**src/rtl/preamble_sequencer.sv**
```systemverilog
// rtl/preamble_sequencer.sv - PPDU prefix sequencer: streams STF, LTF and SIGNAL symbols over valid/ready.
// The SIGNAL word is built once when a request is accepted; symbols are selected from state and index.
module preamble_sequencer #(
    parameter int SYM_W = 4,
    parameter int N_STF = 10,
    parameter int N_LTF = 2,
    parameter logic [N_STF*SYM_W-1:0] STF_SEQ = 40'h0086E3B5D1,
    parameter logic [N_LTF*SYM_W-1:0] LTF_SEQ = 8'h00
) (
    input  logic             clk,
    input  logic             rst,
    input  logic             start_i,
    input  logic [3:0]       rate_i,
    input  logic [11:0]      length_i,
    output logic [SYM_W-1:0] sym_o,
    output logic [1:0]       sym_type_o,
    output logic             last_o,
    output logic             valid_o,
    input  logic             ready_i,
    output logic             busy_o,
    output logic             done_o,
    output logic             err_o
);

    localparam int N_SIG   = 24 / SYM_W;
    localparam int MAX_TL  = (N_STF > N_LTF) ? N_STF : N_LTF;
    localparam int IDX_MAX = (MAX_TL > N_SIG) ? MAX_TL : N_SIG;
    localparam int IDX_W   = (IDX_MAX > 1) ? $clog2(IDX_MAX) : 1;

    typedef enum logic [1:0] {
        IDLE = 2'd0,
        STF  = 2'd1,
        LTF  = 2'd2,
        SIG  = 2'd3
    } state_t;

    state_t           state_q, state_d;
    logic [IDX_W-1:0] idx_q, idx_d;
    logic [23:0]      sig_q, sig_d;
    logic             done_d, err_d;
    logic             handshake;

    // Bit 0 goes out first: rate, reserved, length, even parity, zero tail.
    function automatic logic [23:0] build_sig(input logic [3:0] rate, input logic [11:0] length);
        logic parity;
        parity = ^{length, rate};
        return {6'b0, parity, length, 1'b0, rate};
    endfunction

    assign handshake = valid_o && ready_i;

    always_ff @(posedge clk) begin
        if (rst) begin
            state_q <= IDLE;
            idx_q   <= '0;
            sig_q   <= '0;
            done_o  <= 1'b0;
            err_o   <= 1'b0;
        end else begin
            state_q <= state_d;
            idx_q   <= idx_d;
            sig_q   <= sig_d;
            done_o  <= done_d;
            err_o   <= err_d;
        end
    end

    always_comb begin
        state_d = state_q;
        idx_d   = idx_q;
        sig_d   = sig_q;
        done_d  = 1'b0;
        err_d   = 1'b0;
        case (state_q)
            IDLE: begin
                if (start_i) begin
                    if (length_i != 12'd0) begin
                        sig_d   = build_sig(rate_i, length_i);
                        idx_d   = '0;
                        state_d = STF;
                    end else begin
                        err_d = 1'b1;
                    end
                end
            end
            STF: begin
                if (handshake) begin
                    if (idx_q == IDX_W'(N_STF - 1)) begin
                        idx_d   = '0;
                        state_d = LTF;
                    end else begin
                        idx_d = idx_q + 1'b1;
                    end
                end
            end
            LTF: begin
                if (handshake) begin
                    if (idx_q == IDX_W'(N_LTF - 1)) begin
                        idx_d   = '0;
                        state_d = SIG;
                    end else begin
                        idx_d = idx_q + 1'b1;
                    end
                end
            end
            SIG: begin
                if (handshake) begin
                    if (idx_q == IDX_W'(N_SIG - 1)) begin
                        idx_d   = '0;
                        state_d = IDLE;
                        done_d  = 1'b1;
                    end else begin
                        idx_d = idx_q + 1'b1;
                    end
                end
            end
            default: begin
                state_d = IDLE;
                idx_d   = '0;
            end
        endcase
    end

    // Outputs depend only on registered state, so they hold during stalls.
    always_comb begin
        sym_o      = '0;
        sym_type_o = 2'd0;
        last_o     = 1'b0;
        valid_o    = 1'b0;
        busy_o     = 1'b0;
        case (state_q)
            STF: begin
                sym_o      = SYM_W'(STF_SEQ >> (SYM_W * int'(idx_q)));
                sym_type_o = 2'd0;
                valid_o    = 1'b1;
                busy_o     = 1'b1;
            end
            LTF: begin
                sym_o      = SYM_W'(LTF_SEQ >> (SYM_W * int'(idx_q)));
                sym_type_o = 2'd1;
                valid_o    = 1'b1;
                busy_o     = 1'b1;
            end
            SIG: begin
                sym_o      = SYM_W'(sig_q >> (SYM_W * int'(idx_q)));
                sym_type_o = 2'd2;
                last_o     = (idx_q == IDX_W'(N_SIG - 1));
                valid_o    = 1'b1;
                busy_o     = 1'b1;
            end
            default: begin
                sym_o = '0;
            end
        endcase
    end

endmodule

```
**config.mk**
```make
export PLATFORM = sky130hd
export DESIGN_NAME = preamble_sequencer
export DESIGN_NICKNAME = d
export VERILOG_FILES = /design/src/rtl/preamble_sequencer.sv
export SDC_FILE = /design/constraint.sdc
export NUM_CORES = 1
export LEC_CHECK = 0
export ABC_CLOCK_PERIOD_IN_PS = 2500
export CAP_MARGIN = 20
export CELL_PAD_IN_SITES_DETAIL_PLACEMENT = 0
export CELL_PAD_IN_SITES_GLOBAL_PLACEMENT = 1
export CORE_MARGIN = 10
export CORE_UTILIZATION = 40
export CTS_BUF_LIST = sky130_fd_sc_hd__clkbuf_4 sky130_fd_sc_hd__clkbuf_8
export DETAILED_ROUTE_END_ITERATION = 6
export GPL_TIMING_DRIVEN = 0
export MAX_ROUTING_LAYER = met4
export PLACE_DENSITY_LB_ADDON = 0.1
export SETUP_SLACK_MARGIN = 0.2
export SLEW_MARGIN = 20
export SYNTH_ARGS = -nofsm -noshare
export SYNTH_HDL_FRONTEND = slang
export SYNTH_SLANG_ARGS = --single-unit
export TNS_END_PERCENT = 10
```
**constraint.sdc**
```tcl
create_clock -name clk -period 2.5 [get_ports clk]
set_input_delay 0.5 -clock clk [delete_from_list [all_inputs] [get_ports clk]]
set_output_delay 0.5 -clock clk [all_outputs]
set_load 0.01 [all_outputs]
```
After elaboration in Yosys (flattened, before gate mapping)
Cells that the tools add are included.
Widths: inputs -> output; s select.
Operators by class
  shifts and indexed selects: 3
  bitwise logic cells: 4
  add/subtract/negate cells: 1
  eq/ne operators: 14
  reductions and logical operators: 10
  multiplexer cells: 24
Operators with widths (count)
  $mux 4: 8
  $shr 32x6->4 const A: 1
  $shr 18x6->4: 1
  $mux 2: 8
  $ne 2x2->1 const B: 8
  $pmux 4 s4: 1
  $reduce_xor 16->1: 1
  $pmux 4 s3: 1
  $reduce_bool 12->1: 1
  $reduce_or 3->1: 3
  $pmux 2 s4: 1
  $reduce_and 8->1: 1
  $shr 1x6->4 const A: 1
  $reduce_and 5->1: 1
  $add 4x1->4 const B: 1
  $eq 2x2->1 const B: 2
  $eq 4x1->1 const B: 1
  $eq 4x3->1 const B: 1
  $eq 4x4->1 const B: 1
  $mux 1: 4
  $not 1->1: 4
  $pmux 2 s2: 1
  $reduce_and 3->1: 1
  $eq 2x1->1 const B: 1
  2 further kinds: 2
Storage, ports and cells
  output and inout bits: 11
  logic and storage cells: 61
  bits in registers: 25
  input port bits: 20

Depth between registers and ports, before layout
Gate-level depths: netlist of the first run.
  depth in word-level cells: 6
  mapped depth: 8
  gate-level depth less buffers: 7

Worst setup path after synthesis of the first run
Ideal clock, no wire load.
  path kind: register to output
  start: register state_q[0]
  end: output port sym_o[1]
  required time: 2.000 ns
  arrival time: 1.951 ns
  slack: 0.049 ns
  stages on the path, launching flop included: 8
  buffers on the path: 0
  cells stage by stage: dfxtp_1 > inv_1 > ha_1 > nor2_1 > a21oi_1 > mux2i_1 > a211oi_1 > a2111oi_0
On the way
  word-level cells in the longest chain between the ends: 2
  elaborated cells between the ends (all ways): 4
  those cells by class: 3 x eq/ne; 1 x mux
RTL lines
  start, declared: line 37  | state_t state_q, state_d;
  start signal, assigned: line 60  | state_q <= state_d;
  $eq 2x2->1 / $eq 2x1->1 (equally long branches): line 131  | case (state_q)
  $pmux 4 s3 (*): line 131
  end, declared: line 15  | output logic [SYM_W-1:0] sym_o,
Mark *: on every way between the ends. The rest lies on a longest branch, timed or not.

Worst setup path in the final report of the first run
  start: register state_q[1]
  end: output port sym_o[1]
The elaborated chain is that of the path after synthesis.

==> results_dict.tcl, run 1 <==
set metrics [dict create \
    area_growth_pct 35.84 \
    yosysWarningCount 0 \
    cts_tree "yes" \
    grt_max_degree 16 \
    crit_type "reg2out" \
    netlist_top_cells_count "nor2_1 (29), dfxtp_1 (25), inv_1 (20), mux2i_1 (18), ha_1 (14)" \
    status "complete, no violations" \
    gr-usage-met1_pct 14.31 \
    crit_family "compound AO/OA/AOI/OAI gates" \
    syn_area_um2 1595 \
    synth_edf_count 0 \
    setup_viol 0 \
    use_met3_pct 2.344 \
    worstPathArrival_ns 1.94 \
    yosysSeqAreaShare_pct 31.37 \
    start_kind "register" \
    die_x_um 83.15 \
    fin_crit_ns 2.438 \
    syn_inst 190 \
    cap_violations 0 \
    slew_headroom_pct 62.94 \
    slew_violations 0 \
    rrSetupSlack_ns 0.37 \
    drcViolationCount 0 \
    hold_viol_final 0 \
    grt_busiest_layer "met2" \
    dpl_worst_slack_ns -0.5254 \
    detail_route.wl_per_cell_um 15.91 \
    max_stage_delay_ns 0.37 \
    via_per_inst 5.320 \
    synth_ff_type "dfxtp_1" \
    core-area_um2 3771 \
    p_leak_nw 0.9206 \
    antenna_found_initial 0 \
    vias 1479 \
    grt_pass1_wl_mm 7.010 \
    cts-buffers-inserted 3 \
    ant_nets 0 \
    r2r-end "state_q[1]" \
    gp_congestion 0.8717 \
    ff2ff_path_depth 7 \
    netlist.area_leader.share_pct 31.37 \
    worstSetupEndpointType "primary output" \
    io_pins 31 \
    grt_overflow 0 \
    use_met2_pct 19.90 \
    finalWorstSetupSlack_ns 0.06236 \
    wl_mm 4.424 \
    netlist_top_cells_area "dfxtp_1 (31%), mux2i_1 (11%), ha_1 (11%), nor2_1 (6.8%), xnor2_1 (4.9%)" \
    cts-root-buf "clkbuf_8" \
    grt_pass1_vias 1441 \
    grtUsageTotal_pct 12.11 \
    async_reset_ff_share_pct 0 \
    dr.pass1.iters 4 \
    dp_hpwl_mm 3.217 \
    slowest_stage "dfxtp_4" \
    power_mw 1.620 \
    synth.most_common_cell "nor2_1" \
    drtIter0Drc 69 \
    fin_skew_ns 0.006541 \
    timing.final.crit_share_pct 97.51 \
    initial_core_util_pct 42.30 \
    rsz0062_at_grt "true" \
    die_y_um 83.15 \
    hp-start "sig_q[16]" \
    hold_buffers 0 \
    tightest_slew_ns 0.5559 \
    clk_pin_slew_ns 0.10 \
    min_path_type "reg2reg" \
    post-route-util_pct 57.47 \
    design_area_um2 2167 \
    power_density_nw_per_um2 747.6 \
    min_to "sig_q[16]" \
    synth_nets 224 \
    cp_num_buf_inv 2 \
    portBuffers 30 \
    holdPathStages 2 \
    worst-path-max-fanout 6 \
    h-tree-depth 1 \
    yosys.area.top_type "dfxtp_1" \
    layout.nets 265 \
    vdd.ir_drop.worst_mv 0.3323 \
    crit_required_ns 2.00 \
    syn_avg_cell_area_um2 8.396 \
    placed_area_um2 1962 \
    cts_buffer_depth 2 \
    die_area_um2 6914 \
    cp_cell_sequence "ha_4 > buf_6 > nor2_4 > a21oi_2 > mux2i_1 > a211oi_2 > a2111oi_2 > buf_2" \
    clk_latency_ns 0.28 \
    drive_gt1_share_pct 21.30 \
    ys_seq_elements 25 \
    fmax_mhz 410.2 \
    synth_cell_types 38 \
    rows 22 \
    r2r-start "state_q[1]" \
    diodes 0 \
    cts_sinks 25 \
]
report_power, final:
| group | switching, mW | internal [mW] | leakage, nW |
|---|---|---|---|
| Sequential | 0.0504 | 0.468 | 0.207 |
| Combinational | 0.436 | 0.408 | 0.692 |
| Clock | 0.144 | 0.114 | 0.0217 |
sequential cells by signal, indices dropped and copies added, names as in the netlist:
name     count
err_o        1
done_o       1
state_q      2
idx_q        4
sig_q       17
worst max path at each step:
| stage | end | cells after the start | startpoint | slack (ns) |
|---|---|---|---|---|
| CTS | sym_o[1] | 8 | state_q[0] | -0.06 |
| global placement | sym_o[1] | 8 | state_q[0] | -0.43 |
| finish | sym_o[1] | 8 | state_q[1] | 0.06 |
| detailed placement | sym_o[1] | 8 | state_q[0] | -0.53 |
| floorplan | sym_o[1] | 7 | state_q[0] | 0.27 |
| global route | sym_o[1] | 8 | state_q[0] | -0.05 |
cell usage in the layout (no fill, tap or decap), types with 4 or more instances in the layout:
cell             netlist  routed
nor3_1                 4       4
buf_4                  1      10
buf_2                  3       5
nand3_1                4       4
xnor2_1                9       9
clkbuf_8               0       4
inv_1                 20      19
dfxtp_1               25      22
ha_1                  14      12
clkbuf_1               8       4
nand2_1               10      10
clkdlybuf4s50_1        0      22
mux2i_1               18      18
a21oi_1                8       5
a31oi_1                6       6
nor2_1                29      28
kinds of logic after synthesis:
kind of cell / after synthesis / share of synthesized area [%]
AO/OA/AOI/OAI: 28 / 12.16
XOR/XNOR: 9 / 4.941
buffers and inverters: 33 / 8.706
AND/OR/NAND/NOR: 61 / 18.43
adder cells (fa/ha/maj): 14 / 10.98
multiplexers: 20 / 13.41
flip-flops: 25 / 31.37
layer usage:
| metal | routed length, um | share of wire, % |
|---|---|---|
| met5 | 0 | 0 |
| met4 | 55 | 1.2 |
| met3 | 178 | 4.0 |
| met1 | 1934 | 44 |
| met2 | 2256 | 51 |
area by class of cell:
cell class              count  area (um2)
clock inverters             1       7.507
well taps                  48       60.06
inverters                  20       75.07
fillers                   346        1604
clock buffers               3       41.29
flip-flops and latches     25       511.7
repair buffers             36       322.8
plain buffers              13       97.59
multi-input cells         132        1051
metrics by stage:
stage / setup TNS (ns) / std cells / hold slack, ns
CTS: -0.05804 / 273 / 0.5140
global placement: -2.213 / 268 / 0.4787
finish: 0 / 278 / 0.5073
global route: -0.05991 / 278 / 0.5399
floorplan: 0 / 190 / 0.4544
detailed placement: -2.681 / 268 / 0.4845
worst min-delay path: stages, from the launching register on:
cell     delay [ns]
dfxtp_1        0.34
mux2i_1        0.07
nor2_1         0.07
timing repair:
action	CTS	global route
setup endpoints to repair	17	12
buffers inserted	1	5
resized for setup	36	26
pin swaps	7	4
No activity file was read; power rests on OpenSTA's default activity.
==> inputs of run 2 (changes only) <==
--- a/config.mk
+++ b/config.mk
@@ -9,7 +9,7 @@
 export CAP_MARGIN = 20
 export CELL_PAD_IN_SITES_DETAIL_PLACEMENT = 0
 export CELL_PAD_IN_SITES_GLOBAL_PLACEMENT = 1
-export CORE_MARGIN = 10
+export CORE_MARGIN = 5
 export CORE_UTILIZATION = 40
 export CTS_BUF_LIST = sky130_fd_sc_hd__clkbuf_4 sky130_fd_sc_hd__clkbuf_8
 export DETAILED_ROUTE_END_ITERATION = 6
==> run 2 against run 1 <==
Routed wire length is 7.9% lower. Global-route usage is 4.0 points higher. Clock power is 5% lower. Clock-buffer cell count stayed put. Utilization is 1.9 points lower. Power is 0.71% higher. Non-clock buffer count is 3 higher. Cell count is 1.8% higher. Largest power group unchanged. Highest routed layer unchanged.
==> results_dict.tcl, run 2 (synthesized netlist as in run 1, its figures left out) <==
set metrics [dict create \
    antenna_found_initial 0 \
    p_leak_nw 0.9451 \
    io_pins 31 \
    layout_common_cells "nor2_1 (28), dfxtp_1 (22), clkdlybuf4s50_1 (21), mux2i_1 (18), inv_1 (17)" \
    power.switching_mw 0.6139 \
    fin_skew_ns 0.001391 \
    cts-buffers-inserted 3 \
    hold_viol_final 0 \
    power_density_nw_per_um2 745.2 \
    via_per_inst 5.212 \
    min_path_type "reg2reg" \
    top_register "sig_q" \
    detail_route.wl_per_cell_um 14.40 \
    h-tree-depth 1 \
    grt_pass1_vias 1417 \
    layout.nets 268 \
    status "complete, no violations" \
    clkPwrFrac_pct 15.0 \
    tightest_slew_ns 0.5097 \
    nFillCells 370 \
    vdd.ir_drop.worst_mv 0.3020 \
    clk_latency_ns 0.27 \
    die_area_um2 5351 \
    final_common_cell "nor2_1" \
    worstSetupEndpointType "primary output" \
    largest_reg_flops 17 \
    grt_overflow 0 \
    worstPathArrival_ns 1.88 \
    setup_viol 0 \
    comb_power_share_pct 53.5 \
    area_growth_pct 37.25 \
    drtIter0Drc 67 \
    dr.pass1.iters 4 \
    slew_violations 0 \
    clk_pin_slew_ns 0.09 \
    cts-root-buf "clkbuf_8" \
    rows 23 \
    grt_max_degree 15 \
    drive_gt1_share_pct 21.03 \
    initial_core_util_pct 40.46 \
    drcViolationCount 0 \
    fin_tns_setup_ns 0 \
    slew_headroom_pct 66.02 \
    worst-path-max-fanout 5 \
    start_kind "register" \
    cap_violations 0 \
    cts_sinks 25 \
    grtUsageTotal_pct 16.07 \
    dp_hpwl_mm 3.094 \
    diodes 0 \
    finalWorstSetupSlack_ns 0.1204 \
    fmax_mhz 420.2 \
    p_sw_share_pct 37.62 \
    portBuffers 30 \
    vias 1475 \
    grt_pass1_wl_mm 6.624 \
    crit_required_ns 2.00 \
    wl_mm 4.074 \
    rsz0062_at_grt "true" \
    top_regs "sig_q: 17 flops, idx_q: 4 flops, state_q: 2 flops" \
    hold_buffers 0 \
    sequentialPowerShare_pct 31.5 \
    post-route-util_pct 55.54 \
    fin_crit_ns 2.380 \
    gp_congestion 0.8410 \
    core-area_um2 3943 \
    cts_buffer_depth 2 \
    ant_nets 0 \
    power_mw 1.632 \
    crit_type "reg2out" \
    intPower_mw 1.018 \
    dpl_worst_slack_ns -0.4929 \
    holdWs_ns 0.5048 \
    timing.final.crit_share_pct 95.18 \
    cts_tree "yes" \
    die_y_um 73.15 \
    die_x_um 73.15 \
]
run 2: final timing paths:
kind	start	depth (start not counted)	slack [ns]	endpoint
setup / recovery	state_q[1]	8	0.12	sym_o[1]
hold / removal	sig_q[14]	2	0.50	sig_q[14]
setup reg to reg	state_q[1]	7	0.41	state_q[1]
hold reg to reg	sig_q[14]	2	0.50	sig_q[14]
run 2: final cells by class:
type                            instances  area [um2]  area share [%]
Timing Repair Buffer                   39       351.6           16.06
Sequential cell                        25       506.7           23.14
Clock buffer                            3       41.29           1.886
Buffer                                 13       106.4           4.857
Clock inverter                          1       5.005          0.2286
Inverter                               20       75.07           3.429
Multi-Input combinational cell        132        1041           47.54
Tap cell                               50       62.56           2.857
run 2: layer usage:
metal | part of all wire (%) | GRT usage (%)
met1 | 42 | 18.91
met2 | 53 | 28.60
met3 | 4.1 | 2.204
met4 | 1.2 | 3.893
met5 | 0 | -
run 2: power by group through the flow:
stage	clock network [mW]	registers (mW)	logic, mW
final	0.245	0.514	0.872
after global routing	0.271	0.521	0.956
after CTS	0.258	0.512	0.752
after detailed placement	0	0.513	0.724
after global placement	0	0.510	0.707
after floorplan	0	0.497	0.505
run 2: stage by stage:
stage / instances / instance area [um2]
after floorplan: 190 / 1602
after global placement: 270 / 1964
after detailed placement: 270 / 1964
after CTS: 275 / 2046
after global routing: 283 / 2190
final: 283 / 2190
run 2: what timing repair did:
| item | in CTS | in global routing |
|---|---|---|
| pin swaps | 3 | 9 |
| endpoints found under the setup margin | 18 | 18 |
| resized for setup | 27 | 38 |
| buffers inserted | 1 | 8 |
run 2: worst max-delay path, cell delays in order, from the launching register on:
cell	delay [ns]
dfxtp_4	0.37
buf_4	0.14
ha_4	0.18
nor2_4	0.15
a21oi_2	0.05
mux2i_1	0.16
a211oi_2	0.09
a2111oi_2	0.27
buf_2	0.20
